## src/rtl/alu_seq_pkg.sv

```systemverilog
// Shared types and constants for the alu_seq slice: opcode map, FSM state
// encoding and bit positions within the {N, Z, C, V} flag vector.
package alu_seq_pkg;

  typedef enum logic [2:0] {
    OP_ADD = 3'b000,
    OP_SUB = 3'b001,
    OP_AND = 3'b010,
    OP_OR  = 3'b011,
    OP_XOR = 3'b100,
    OP_NOT = 3'b101,
    OP_SHL = 3'b110,
    OP_MUL = 3'b111
  } op_t;

  typedef enum logic [1:0] {
    S_IDLE = 2'd0,
    S_BUSY = 2'd1,
    S_HOLD = 2'd2
  } state_t;

  localparam int unsigned FLAG_N = 3;
  localparam int unsigned FLAG_Z = 2;
  localparam int unsigned FLAG_C = 1;
  localparam int unsigned FLAG_V = 0;

endpackage

```

## src/rtl/alu_seq_if.sv

```systemverilog
// Operation/result handshake bundle for alu_seq. The master offers operands
// and consumes results; the slave (the ALU) accepts operations and holds
// results until they are taken.
interface alu_seq_if #(
  parameter int unsigned W = 8
);
  logic         in_valid;
  logic         in_ready;
  logic [W-1:0] a;
  logic [W-1:0] b;
  logic [2:0]   op;
  logic         out_valid;
  logic         out_ready;
  logic [W-1:0] z;
  logic [W-1:0] z_hi;
  logic [3:0]   flags;

  modport master (
    output in_valid, a, b, op, out_ready,
    input  in_ready, out_valid, z, z_hi, flags
  );

  modport slave (
    input  in_valid, a, b, op, out_ready,
    output in_ready, out_valid, z, z_hi, flags
  );
endinterface

```

## src/rtl/alu_seq_mul.sv

```systemverilog
// Iterative unsigned shift-add multiplier, one partial product per step.
// start loads the operands; after W steps done pulses alongside the final
// product, which is presented combinationally so the caller can register it
// on the same edge as the last iteration.
module alu_seq_mul #(
  parameter int unsigned W = 8
) (
  input  logic           clk,
  input  logic           rst_n,
  input  logic           start,
  input  logic           step,
  input  logic [W-1:0]   a,
  input  logic [W-1:0]   b,
  output logic           done,
  output logic [2*W-1:0] product
);
  localparam int unsigned CW = $clog2(W);

  logic [2*W-1:0] acc;
  logic [2*W-1:0] mcand;
  logic [W-1:0]   mplier;
  logic [CW-1:0]  cnt;
  logic [2*W-1:0] acc_next;

  // Partial-product accumulation and terminal-count detection
  always_comb begin
    acc_next = acc + (mplier[0] ? mcand : '0);
    done     = step && (cnt == CW'(W - 1));
    product  = acc_next;
  end

  // Operand load on start, one shift-add iteration per enabled step
  always_ff @(posedge clk) begin
    if (!rst_n) begin
      acc    <= '0;
      mcand  <= '0;
      mplier <= '0;
      cnt    <= '0;
    end else if (start) begin
      acc    <= '0;
      mcand  <= {{W{1'b0}}, a};
      mplier <= b;
      cnt    <= '0;
    end else if (step) begin
      acc    <= acc_next;
      mcand  <= mcand << 1;
      mplier <= mplier >> 1;
      cnt    <= done ? '0 : cnt + 1'b1;
    end
  end
endmodule

```

## src/rtl/alu_seq.sv

```systemverilog
// Sequential ALU with valid/ready handshake on both sides. Single-cycle ops
// register their result one edge after acceptance; MUL runs an iterative
// multiplier. Define ALU_SEQ_MUL_EN to build the multi-cycle multiplier;
// without it op 111 returns zero in one cycle and no BUSY logic exists.
module alu_seq
  import alu_seq_pkg::*;
#(
  parameter int unsigned W = 8
) (
  input  logic     clk,
  input  logic     rst_n,
  input  logic     en,
  alu_seq_if.slave bus
);
  localparam int unsigned SW = $clog2(W);

  state_t       state;
  state_t       state_next;
  logic         in_ready_c;
  logic         load_alu;
  logic [W:0]   sum;
  logic [W:0]   diff;
  logic [W:0]   shl;
  logic [W-1:0] alu_lo;
  logic         alu_c;
  logic         alu_v;
  logic [3:0]   alu_flags;
  logic [W-1:0] z_r;
  logic [W-1:0] z_hi_r;
  logic [3:0]   flags_r;

`ifdef ALU_SEQ_MUL_EN
  logic           mul_start;
  logic           mul_step;
  logic           mul_done;
  logic           load_mul;
  logic [2*W-1:0] mul_prod;
  logic [3:0]     mul_flags;

  assign mul_step = en && (state == S_BUSY);

  alu_seq_mul #(.W(W)) u_mul (
    .clk     (clk),
    .rst_n   (rst_n),
    .start   (mul_start),
    .step    (mul_step),
    .a       (bus.a),
    .b       (bus.b),
    .done    (mul_done),
    .product (mul_prod)
  );

  // Flags for the completed product
  always_comb begin
    mul_flags         = '0;
    mul_flags[FLAG_N] = mul_prod[W-1];
    mul_flags[FLAG_Z] = (mul_prod[W-1:0] == '0);
    mul_flags[FLAG_C] = (mul_prod[2*W-1:W] != '0);
  end
`endif

  // Single-cycle datapath and flags; MUL yields zero here (only used when
  // the multiplier is not built)
  always_comb begin
    sum    = {1'b0, bus.a} + {1'b0, bus.b};
    diff   = {1'b0, bus.a} - {1'b0, bus.b};
    shl    = {1'b0, bus.a} << bus.b[SW-1:0];
    alu_lo = '0;
    alu_c  = 1'b0;
    alu_v  = 1'b0;
    case (op_t'(bus.op))
      OP_ADD: begin
        alu_lo = sum[W-1:0];
        alu_c  = sum[W];
        alu_v  = (bus.a[W-1] == bus.b[W-1]) && (sum[W-1] != bus.a[W-1]);
      end
      OP_SUB: begin
        alu_lo = diff[W-1:0];
        alu_c  = ~diff[W];
        alu_v  = (bus.a[W-1] != bus.b[W-1]) && (diff[W-1] != bus.a[W-1]);
      end
      OP_AND: alu_lo = bus.a & bus.b;
      OP_OR:  alu_lo = bus.a | bus.b;
      OP_XOR: alu_lo = bus.a ^ bus.b;
      OP_NOT: alu_lo = ~bus.a;
      // bit W of the widened shift is the last bit pushed out; zero for shift 0
      OP_SHL: begin
        alu_lo = shl[W-1:0];
        alu_c  = shl[W];
      end
      OP_MUL: alu_lo = '0;
    endcase
    alu_flags         = '0;
    alu_flags[FLAG_N] = alu_lo[W-1];
    alu_flags[FLAG_Z] = (alu_lo == '0);
    alu_flags[FLAG_C] = alu_c;
    alu_flags[FLAG_V] = alu_v;
  end

  // Next-state, acceptance and load decisions; en gates every transition
  always_comb begin
    state_next = state;
    in_ready_c = 1'b0;
    load_alu   = 1'b0;
`ifdef ALU_SEQ_MUL_EN
    mul_start  = 1'b0;
    load_mul   = 1'b0;
`endif
    case (state)
      S_IDLE: in_ready_c = en;
      S_HOLD: begin
        in_ready_c = en && bus.out_ready;
        if (en && bus.out_ready) state_next = S_IDLE;
      end
      S_BUSY: begin
`ifdef ALU_SEQ_MUL_EN
        if (mul_done) begin
          state_next = S_HOLD;
          load_mul   = 1'b1;
        end
`else
        state_next = S_IDLE;
`endif
      end
      default: state_next = S_IDLE;
    endcase
    // Acceptance in HOLD overrides the return to IDLE (back-to-back delivery)
    if (in_ready_c && bus.in_valid) begin
`ifdef ALU_SEQ_MUL_EN
      if (op_t'(bus.op) == OP_MUL) begin
        state_next = S_BUSY;
        mul_start  = 1'b1;
      end else begin
        state_next = S_HOLD;
        load_alu   = 1'b1;
      end
`else
      state_next = S_HOLD;
      load_alu   = 1'b1;
`endif
    end
  end

  // FSM state register
  always_ff @(posedge clk) begin
    if (!rst_n) state <= S_IDLE;
    else        state <= state_next;
  end

  // Result registers, held stable until the next load
  always_ff @(posedge clk) begin
    if (!rst_n) begin
      z_r     <= '0;
      z_hi_r  <= '0;
      flags_r <= '0;
    end else if (load_alu) begin
      z_r     <= alu_lo;
      z_hi_r  <= '0;
      flags_r <= alu_flags;
    end
`ifdef ALU_SEQ_MUL_EN
    else if (load_mul) begin
      z_r     <= mul_prod[W-1:0];
      z_hi_r  <= mul_prod[2*W-1:W];
      flags_r <= mul_flags;
    end
`endif
  end

  assign bus.in_ready  = in_ready_c;
  assign bus.out_valid = (state == S_HOLD);
  assign bus.z         = z_r;
  assign bus.z_hi      = z_hi_r;
  assign bus.flags     = flags_r;
endmodule
```

## src/flat_wrapper.sv

```systemverilog
// flat-port wrapper written by rule: the top's interface ports become plain ports
module alu_seq_flat import alu_seq_pkg::*;
#(
  parameter int unsigned W = 8
)
  (clk, rst_n, en, bus_in_valid, bus_a, bus_b, bus_op, bus_out_ready, bus_in_ready, bus_out_valid, bus_z, bus_z_hi, bus_flags);
  alu_seq_if #(.W(W)) bus_i ();
  input  logic clk;
  input  logic rst_n;
  input  logic en;
  input wire logic [$bits(bus_i.in_valid)-1:0] bus_in_valid;
  input wire logic [$bits(bus_i.a)-1:0] bus_a;
  input wire logic [$bits(bus_i.b)-1:0] bus_b;
  input wire logic [$bits(bus_i.op)-1:0] bus_op;
  input wire logic [$bits(bus_i.out_ready)-1:0] bus_out_ready;
  output wire logic [$bits(bus_i.in_ready)-1:0] bus_in_ready;
  output wire logic [$bits(bus_i.out_valid)-1:0] bus_out_valid;
  output wire logic [$bits(bus_i.z)-1:0] bus_z;
  output wire logic [$bits(bus_i.z_hi)-1:0] bus_z_hi;
  output wire logic [$bits(bus_i.flags)-1:0] bus_flags;
  assign bus_i.in_valid = bus_in_valid;
  assign bus_i.a = bus_a;
  assign bus_i.b = bus_b;
  assign bus_i.op = bus_op;
  assign bus_i.out_ready = bus_out_ready;
  assign bus_in_ready = bus_i.in_ready;
  assign bus_out_valid = bus_i.out_valid;
  assign bus_z = bus_i.z;
  assign bus_z_hi = bus_i.z_hi;
  assign bus_flags = bus_i.flags;
  alu_seq #(.W(W)) u_core (.clk(clk), .rst_n(rst_n), .en(en), .bus(bus_i));
endmodule
```

## config.mk

```make
export PLATFORM = sky130hd
export DESIGN_NAME = alu_seq_flat
export DESIGN_NICKNAME = d
export VERILOG_FILES = /design/src/rtl/alu_seq_pkg.sv /design/src/rtl/alu_seq_if.sv /design/src/rtl/alu_seq_mul.sv /design/src/rtl/alu_seq.sv /design/src/flat_wrapper.sv
export SDC_FILE = /design/constraint.sdc
export NUM_CORES = 1
export LEC_CHECK = 0
export CORE_MARGIN = 10
export CORE_UTILIZATION = 52
export DETAILED_ROUTE_END_ITERATION = 7
export HOLD_SLACK_MARGIN = 0.15
export PLACE_DENSITY = 0.88
export SLEW_MARGIN = 20
export SYNTH_ARGS = -nofsm -noshare
export SYNTH_HDL_FRONTEND = slang
export SYNTH_SLANG_ARGS = --single-unit
```

## constraint.sdc

```tcl
create_clock -name clk -period 3.7 [get_ports clk]
set_clock_uncertainty 0.1 [all_clocks]
set_input_delay 0.925 -clock clk [delete_from_list [all_inputs] [get_ports clk]]
set_output_delay 0.925 -clock clk [all_outputs]
set_load 0.05 [all_outputs]
```

==> out/qor.yml, run 1 <==
synth.area.top_cells: "ha_1, dfxtp_1, a21oi_1"
crit_arrival_ns: 3.48
antenna_found_initial: 0
ctsResizeCount: 0
multi_input_area_mm2: 0.00165
finalHoldViolations: 0
p_leak_nw: 1.13
worstPathMaxFanout: 3
initial_utilization: 0.535
first_global_vias: 2186
port-buffer-count: 37
relSlewSlack: 0.411
ant_nets: 0
synth_flop_cell: "dfxtp_1"
grt.overflow.total: 0
synth-edff-count: 0
root_buffer: "clkbuf_8"
whs_path_depth: 2
path_cells: "clkdlybuf4s50_1 -> inv_1 -> ha_1 -> fa_1 -> nor3_1 -> o31ai_1 -> a21oi_1 -> nor2_1 -> o21ai_0 -> o311ai_0 -> a31oi_1"
synthCells: 285
worstRegToRegCells: 7
syn_area_mm2: 0.00213
insertion_delay_ns: 0.23
drt-total-wl_um: 6410
die_h_um: 83.9
synth_warnings: 0
power.density_mw_per_mm2: 240
grt.total_usage: 0.174
finalSetupViolCount: 0
grt_max_degree: 18
vias: 2267
fp-row-count: 23
synth_area_leader_cell: "ha_1"
worst_pin_slew_ns: 0.880
syn_to_final_growth_pct: 22.8
die-area_mm2: 0.00705
synth_top_area_frac: 0.147
vdd_ir_drop_max_uv: 84.2
setup_slack_ns: 0.284
period_needed_ns: 3.42
synth_most_common_cell: "nand2_1"
clockBufferDepth: 2
final_net_count: 380
status: "finished, final reports clean"
n_antenna_cell: 0
path_clk_slew_ns: 0.05
synth-seq-cells: 12
clock-sinks: 12
first_pass_iters: 5
drc: 0
core_area_mm2: 0.00397
worstPathRequired_ns: 3.76
post-place-ws_ns: 0.0918
vias_per_cell: 6.00
cts_tree: "done"
drv_cap: 0
fin_tns_setup_ns: 0
finalCritPeriodShare: 0.923
pin_count: 46
ys_seq_area_frac: 0.113
max_stage_delay_ns: 0.51
n_fill_cell: 359
cts_hold_buffers: 0
async_reset_ff_frac: 0
die_w_um: 83.9
synth.avg_cell_area_um2: 7.46
grt_setup_unrepaired: "false"
yosysUniqueCellTypes: 56
drive_gt1_frac: 0.0945
hp-class: "register to register"
regArea_um2: 240
synth_commonest_cells: "nand2_1, ha_1, inv_1"
max_freq_mhz: 293
hpwl_um: 5120
grt_pass1_wl_um: 10700
finalWeightedCongestion: 0.998
post_drt_wl_per_cell_um: 17.0
path_class: "primary input to register"
post_cts_buffers: 0
cts_buffers: 3
worstSetupStartpointType: "primary input"
slowest_stage: "clkdlybuf4s50_1"
h-tree-depth: 1
first_iter_violations: 240
hold_ws_ns: 0.352
drv_slew: 0
worstSetupEndpointType: "register"
==> worst paths after layout <==
path	slack, ns	start	to
worst max-delay path	0.28	bus_a[0]	u_core.bus.flags[1]$_SDFFE_PN0P_
worst min-delay path	0.35	u_core.bus.z[5]$_SDFFE_PN0P_	u_core.bus.z[5]$_SDFFE_PN0P_
worst max register to register	1.95	u_core.state[1]$_SDFFE_PN0P_	u_core.bus.flags[2]$_SDFFE_PN0P_
worst min register to register	0.35	u_core.bus.z[5]$_SDFFE_PN0P_	u_core.bus.z[5]$_SDFFE_PN0P_
==> power breakdown <==
group	total, mW	internal (mW)	switching [mW]	leakage [nW]
combinational	0.348	0.139	0.209	1.00
clock	0.140	0.0938	0.0459	0.0288
sequential	0.141	0.137	0.00384	0.0981
total	0.628	0.370	0.258	1.13
==> critical path: cells and delay by family <==
| kind | cells | cell delay, ns |
|---|---|---|
| adders and majority gates | 2 | 0.66 |
| and+or+nand+nor | 2 | 0.36 |
| AOI/OAI and AO/OA | 5 | 0.95 |
| buffers and inverters | 2 | 0.58 |
==> area by class of cell <==
| class | count | share of cell area |
|---|---|---|
| Multi-Input combinational cell | 231 | 0.633 |
| Sequential cell | 12 | 0.0920 |
| Inverter | 26 | 0.0374 |
| Timing Repair Buffer | 55 | 0.193 |
| Clock buffer | 4 | 0.0211 |
| Tap cell | 50 | 0.0240 |
==> per-layer routing <==
layer	vias up	track usage	share of wire	wire length [um]
met5	-	0	0	0
met4	0	0.0624	0.025	159
met3	22	0.0410	0.095	612
met2	130	0.303	0.48	3090
met1	1014	0.201	0.40	2550
li1	1101	-	-	-
==> cells in the final DEF (no fill, tap or decap), types with 6 or more instances in the layout <==
cell	n
clkdlybuf4s50_1	36
nor2_1	15
nand3_1	6
nand2b_1	6
buf_4	19
nand2_1	26
ha_1	25
o21ai_0	9
nor2b_1	9
o211ai_1	7
dfxtp_1	12
a21oi_1	22
o22ai_1	9
conb_1	8
mux2i_1	6
nor3_1	10
inv_1	24
==> registers in the layout, indices dropped and copies added, names as in the netlist <==
name / cells
u_core.state: 1
u_core.bus.z: 7
u_core.bus.flags: 4
==> cell families after synthesis <==
group	after synthesis	share of synthesized area
compound gates	87	0.274
xor+xnor	6	0.0247
fa+ha+maj	27	0.166
buf+inv	49	0.122
flops	12	0.113
mux	12	0.0830
other cells	1	0.00176
simple gates	91	0.215
==> per-stage QoR <==
step	power [mW]	util	instance area (um^2)	std cells
after floorplan	0.383	-	2150	292
after global placement	0.476	0.644	2560	374
after detailed placement	0.483	0.644	2560	374
after CTS	0.625	0.658	2610	378
after global routing	0.667	0.658	2610	378
final	0.628	0.658	2610	378
(Power assumes the default switching activity.)
==> inputs of run 2 (changes only) <==
--- a/config.mk
+++ b/config.mk
@@ -6,11 +6,12 @@
 export NUM_CORES = 1
 export LEC_CHECK = 0
 export CORE_MARGIN = 10
-export CORE_UTILIZATION = 52
+export CORE_UTILIZATION = 53
 export DETAILED_ROUTE_END_ITERATION = 7
 export HOLD_SLACK_MARGIN = 0.15
 export PLACE_DENSITY = 0.88
 export SLEW_MARGIN = 20
 export SYNTH_ARGS = -nofsm -noshare
 export SYNTH_HDL_FRONTEND = slang
+export SYNTH_HIERARCHICAL = 1
 export SYNTH_SLANG_ARGS = --single-unit
==> out/qor.yml, run 2 <==
status: "finished, final reports clean"
grt.total_usage: 0.173  # -0.00107
regArea_um2: 240  # unchanged
slowest_stage: "clkdlybuf4s50_1"
hpwl_um: 5210  # +1.8%
async_reset_ff_frac: 0  # unchanged
path_buf_inv: 2  # unchanged
post_cts_buffers: 0  # unchanged
worstSetupEndpointType: "register"
cp.depth: 11  # unchanged
die_w_um: 84.5  # +0.64%
finalSetupViolCount: 0  # unchanged
grt.overflow.total: 0  # unchanged
max_freq_mhz: 290  # -0.83%
root_buffer: "clkbuf_8"
ctsResizeCount: 0  # unchanged
worstSetupStartpointType: "primary input"
first_iter_violations: 249  # +3.8%
finalWeightedCongestion: 0.992  # -0.55%
worstPathRequired_ns: 3.79  # +0.03 ns
path_cells: "clkdlybuf4s50_1 -> ha_1 -> inv_1 -> fa_1 -> nor2b_1 -> o211ai_1 -> a31oi_1 -> or3_2 -> a31oi_1 -> a2111oi_4 -> a31o_1"
hold_ws_ns: 0.369  # +0.0167 ns
vdd_ir_drop_max_uv: 128  # +52%
max_stage_delay_ns: 0.55  # +0.04 ns
grt_pass1_wl_um: 10700  # -0.20%
grt_setup_unrepaired: "false"
drv_slew: 0  # unchanged
synth.avg_cell_area_um2: 7.81  # +4.8%
synth_warnings: 6  # +6
crit_top_cell: "a31oi_1"
fp-row-count: 23  # unchanged
final_cell_mix: "clkdlybuf4s50_1, inv_1, ha_1"
h-tree-depth: 1  # unchanged
vias_per_cell: 6.24  # +4.0%
synth.area.top_cells: "ha_1, dfxtp_1, inv_1"
initial_utilization: 0.551  # +0.0155
endpoint: "u_core/bus.flags[2]$_SDFFE_PN0P_"
port-buffer-count: 37  # unchanged
die_h_um: 84.5  # +0.64%
drc: 0  # unchanged
final_cells: 374  # -1.1%
n_antenna_cell: 0  # unchanged
multi_input_area_mm2: 0.00168  # +1.6%
crit_arrival_ns: 3.53  # +0.05 ns
ys_seq_area_frac: 0.109  # -0.00398
die-area_mm2: 0.00714  # +1.3%
n_fill_cell: 356  # -0.84%
drv_cap: 0  # unchanged
fin_tns_setup_ns: 0  # unchanged
vias: 2333  # +2.9%
relSlewSlack: 0.641  # +0.230
pin_count: 46  # unchanged
synth_commonest_cells: "inv_1, ha_1, nand2_1"
yosysUniqueCellTypes: 65  # +16%
first_global_vias: 2290  # +4.8%
drt-total-wl_um: 6420  # +0.14%
antenna_found_initial: 0  # unchanged
hp-class: "register to register"
path_delay_family: "compound AO/OA/AOI/OAI gates"
drive_gt1_frac: 0.127  # +0.0320
path_class: "primary input to register"
syn_to_final_growth_pct: 20.4
synth_most_common_cell: "inv_1"
path_clk_slew_ns: 0.05  # about the same
dp_cells: 370  # -1.1%
synthCells: 282  # -1.1%
regToRegSetupSlack_ns: 1.88  # -0.07 ns
insertion_delay_ns: 0.24  # about the same
clockBufferDepth: 2  # unchanged
power.density_mw_per_mm2: 239  # -0.70%
timing.rr.start: "u_core/state[1]$_SDFFE_PN0P_"
worstPathMaxFanout: 5  # +2
post_drt_wl_per_cell_um: 17.2  # +1.2%
final_util: 0.663  # +0.00590
final_net_count: 376  # -1.1%
r2r-end: "u_core/bus.flags[2]$_SDFFE_PN0P_"
period_needed_ns: 3.44  # +0.0284 ns
worst_pin_slew_ns: 0.534  # -0.346 ns
clock-sinks: 12  # unchanged
largest_register_ffs: 8  # +1
synth_top_area_frac: 0.142  # -0.00518
synth_area_leader_cell: "ha_1"
grt_max_degree: 24  # +6
worstRegToRegCells: 7  # unchanged
synth-edff-count: 0  # unchanged
syn_area_mm2: 0.00220  # +3.6%
final_common_cell: "clkdlybuf4s50_1"
finalCritPeriodShare: 0.931  # +0.00769
core_area_mm2: 0.00400  # +0.72%
cts_tree: "done"
first_pass_iters: 7  # +2
synth_flop_cell: "dfxtp_1"
synth-seq-cells: 12  # unchanged
crit_path_start: "bus_a[0]"
finalHoldViolations: 0  # unchanged
cts_hold_buffers: 0  # unchanged
p_leak_nw: 1.17  # +3.5%
cts_buffers: 3  # unchanged
ant_nets: 0  # unchanged
==> run 2: cell types whose count changed after synthesis, moves of 5 or more <==
cell      change
clkbuf_8      +6
o22ai_1       -5
a21oi_1       -7
o21ai_0       +5
==> run 2: cell families (layout without fill, tap and decap cells) <==
kind of cell,after synthesis,in the layout,share of synthesized area
buf+inv,51,86,0.141
fa+ha+maj,27,27,0.160
flops,12,12,0.109
xor+xnor,4,4,0.0159
mux,15,15,0.0835
simple gates,87,87,0.208
other cells,1,8,0.00170
compound gates,85,85,0.281
==> run 2: how the worst min path moves through the flow <==
stage | startpoint | end | slack [ns] | cells past startpoint
global placement | u_core/bus.z[4]$_SDFFE_PN0P_ | u_core/bus.z[4]$_SDFFE_PN0P_ | 0.35 | 2
CTS | u_core/bus.z[1]$_SDFFE_PN0P_ | u_core/bus.z[1]$_SDFFE_PN0P_ | 0.37 | 2
finish | u_core/bus.z[1]$_SDFFE_PN0P_ | u_core/bus.z[1]$_SDFFE_PN0P_ | 0.37 | 2
global route | u_core/bus.z[1]$_SDFFE_PN0P_ | u_core/bus.z[1]$_SDFFE_PN0P_ | 0.40 | 2
detailed placement | u_core/bus.z[1]$_SDFFE_PN0P_ | u_core/bus.z[1]$_SDFFE_PN0P_ | 0.37 | 2
floorplan | u_core/bus.flags[0]$_SDFFE_PN0P_ | u_core/bus.flags[0]$_SDFFE_PN0P_ | 0.58 | 2
==> run 2: final cells by class <==
type | count | area share
Tap cell | 50 | 0.0236
Clock buffer | 4 | 0.0207
Multi-Input combinational cell | 226 | 0.633
Timing Repair Buffer | 55 | 0.194
Inverter | 27 | 0.0382
Sequential cell | 12 | 0.0905
==> run 2: worst reg2reg max path, delay by kind of cell, from the launching register on <==
kind	cells	cell delay, ns
flip-flops	1	0.32
AO/OA/AOI/OAI	4	0.85
AND/OR/NAND/NOR	3	0.50
==> run 2: power by group <==
group          leakage (nW)  switching [mW]  internal [mW]  total [mW]
combinational          1.04           0.208          0.142       0.351
sequential           0.0982         0.00350          0.137       0.140
clock                0.0288          0.0485         0.0940       0.143
==> run 2: metal layers <==
metal / part of all wire / global-route usage / wire (um) / vias up
met2: 0.47 / 0.290 / 3040 / 150
met4: 0.039 / 0.0853 / 253 / 0
li1: - / - / - / 1084
met3: 0.086 / 0.0367 / 553 / 29
met5: 0 / 0 / 0 / -
met1: 0.40 / 0.204 / 2570 / 1070
==> run 2: per-stage QoR <==
step | worst slack, ns | area [um^2] | total power [mW]
after global placement | 0.120 | 2600 | 0.479
after CTS | 0.283 | 2650 | 0.628
final | 0.256 | 2650 | 0.634
after detailed placement | 0.0356 | 2600 | 0.485
after floorplan | 0.632 | 2230 | 0.391
after global routing | 0.102 | 2650 | 0.670
==> inputs of run 3 (changes only) <==
--- a/config.mk
+++ b/config.mk
@@ -6,10 +6,10 @@
 export NUM_CORES = 1
 export LEC_CHECK = 0
 export CORE_MARGIN = 10
-export CORE_UTILIZATION = 53
+export CORE_UTILIZATION = 48
 export DETAILED_ROUTE_END_ITERATION = 7
 export HOLD_SLACK_MARGIN = 0.15
-export PLACE_DENSITY = 0.88
+export PLACE_DENSITY = 0.85
 export SLEW_MARGIN = 20
 export SYNTH_ARGS = -nofsm -noshare
 export SYNTH_HDL_FRONTEND = slang
==> constraint.sdc (replaced) <==
create_clock -name clk -period 2.8 [get_ports clk]
set_clock_uncertainty 0.1 [all_clocks]
set_input_delay 0.7 -clock clk [delete_from_list [all_inputs] [get_ports clk]]
set_output_delay 0.7 -clock clk [all_outputs]
set_load 0.05 [all_outputs]
==> out/qor.yml, run 3 (synthesis gave the netlist of run 2 again) <==
met1_length_um: 3240  # +26%
largest_register_ffs: 8  # unchanged
drv_slew: 0  # unchanged
path_clk_slew_ns: 0.05  # about the same
insertion_delay_ns: 0.24  # about the same
worstSetupStartpointType: "primary input"
finalSetupViolCount: 0  # unchanged
syn_to_final_growth_pct: 53.9
route.met2.wl_um: 3920  # +29%
first_global_vias: 2614  # +14%
drive_gt1_frac: 0.362  # +0.235
multi_input_area_mm2: 0.00187  # +11%
h-tree-depth: 1  # unchanged
finalWeightedCongestion: 0.947  # -4.6%
final_cells: 447  # +20%
fin_tns_setup_ns: 0  # unchanged
vdd_ir_drop_max_uv: 237  # +86%
setup_slack_ns: 0.0226  # -0.233 ns
cts_tree: "done"
wl_met3_um: 614  # +11%
finalCritPeriodShare: 0.992
post-place-ws_ns: -0.650  # -0.685 ns
grt_max_degree: 15  # -38%
final_util: 0.768  # +0.105
die_w_um: 87.8  # +3.9%
dp_cells: 435  # +18%
worstPathRequired_ns: 2.89  # -0.90 ns
grt.overflow.total: 0  # unchanged
vias_per_cell: 6.09  # -2.3%
path_class: "primary input to register"
pin_count: 46  # unchanged
final_common_cell: "buf_4"
p_leak_nw: 1.58  # +35%
hpwl_um: 6020  # +15%
grt.total_usage: 0.195  # +0.0215
ant_nets: 0  # unchanged
top_layer: "met4"
worst_pin_slew_ns: 0.521  # -0.0133 ns
antenna_found_initial: 0  # unchanged
final_net_count: 447  # +19%
n_fill_cell: 271  # -24%
hold_ws_ns: 0.369  # -0.000321 ns
worstPathMaxFanout: 6  # +1
period_needed_ns: 2.78
vias: 2723  # +17%
die_h_um: 87.8  # +3.9%
initial_utilization: 0.499  # -0.0517
grt_pass1_wl_um: 12500  # +17%
post_drt_wl_per_cell_um: 18.4  # +7.1%
status: "finished, final reports clean"
drt-total-wl_um: 8220  # +28%
root_buffer: "clkbuf_8"
core_area_mm2: 0.00441  # +10%
final_cell_mix: "buf_4, clkdlybuf4s50_1, inv_1"
hp-class: "register to register"
max_freq_mhz: 360
port-buffer-count: 37  # unchanged
worstSetupEndpointType: "register"
clockBufferDepth: 2  # unchanged
crit_arrival_ns: 2.86  # -0.67 ns
first_pass_iters: 5  # -2
power.density_mw_per_mm2: 295  # +23%
relSlewSlack: 0.652  # +0.0105
die-area_mm2: 0.00770  # +7.9%
n_antenna_cell: 0  # unchanged
clock-sinks: 12  # unchanged
finalHoldViolations: 0  # unchanged
cts_buffers: 3  # unchanged
drv_cap: 0  # unchanged
drc: 0  # unchanged
first_iter_violations: 347  # +39%
fp-row-count: 24  # +4.3%
regArea_um2: 240  # unchanged
## run 3: cell type report
type | count | area share
multi-input cells | 226 | 0.551
repair buffers | 126 | 0.312
flip-flops and latches | 12 | 0.0708
inverters | 27 | 0.0299
well taps | 52 | 0.0192
clock buffers | 4 | 0.0162
## run 3: per-stage QoR
stage / area (um^2) / power, mW
2_1_floorplan: 2240 / 0.518
5_1_grt: 3390 / 1.05
4_1_cts: 3270 / 0.951
3_5_place_dp: 3080 / 0.731
3_3_place_gp: 3080 / 0.718
6_report: 3390 / 0.999
## run 3: power breakdown
part	switching, mW	internal (mW)	total [mW]
clock network	0.0647	0.124	0.189
logic	0.335	0.289	0.625
registers	0.00505	0.181	0.186
total	0.405	0.594	0.999
## run 3: worst max-delay path, stage by stage
cell	delay, ns
dlygate4sd2_1	0.25
buf_6	0.13
ha_1	0.23
or2b_1	0.22
o21ai_2	0.09
a221oi_4	0.38
a31oi_1	0.09
o221a_1	0.30
a2111oi_4	0.29
a31o_1	0.18
## run 3: worst paths after layout
kind | start | endpoint | slack (ns) | cells past startpoint
worst max-delay path | bus_a[3] | u_core/bus.flags[2]$_SDFFE_PN0P_ | 0.02 | 10
worst max register to register | u_core/state[1]$_SDFFE_PN0P_ | u_core/bus.flags[2]$_SDFFE_PN0P_ | 1.02 | 7
worst min register to register | u_core/bus.z[1]$_SDFFE_PN0P_ | u_core/bus.z[1]$_SDFFE_PN0P_ | 0.37 | 2
worst min-delay path | u_core/bus.z[1]$_SDFFE_PN0P_ | u_core/bus.z[1]$_SDFFE_PN0P_ | 0.37 | 2
## run 3: layer usage
metal	track usage	up-vias
met1	0.234	1268
met5	0	-
met2	0.330	174
met3	0.0362	55
li1	-	1226
met4	0.0841	0
## run 3: repair_timing
action	in CTS	in global routing
buffers inserted	1	7
hold buffers	0	0
setup endpoints to repair	7	7
pin swaps	17	13
gates resized for setup	37	24
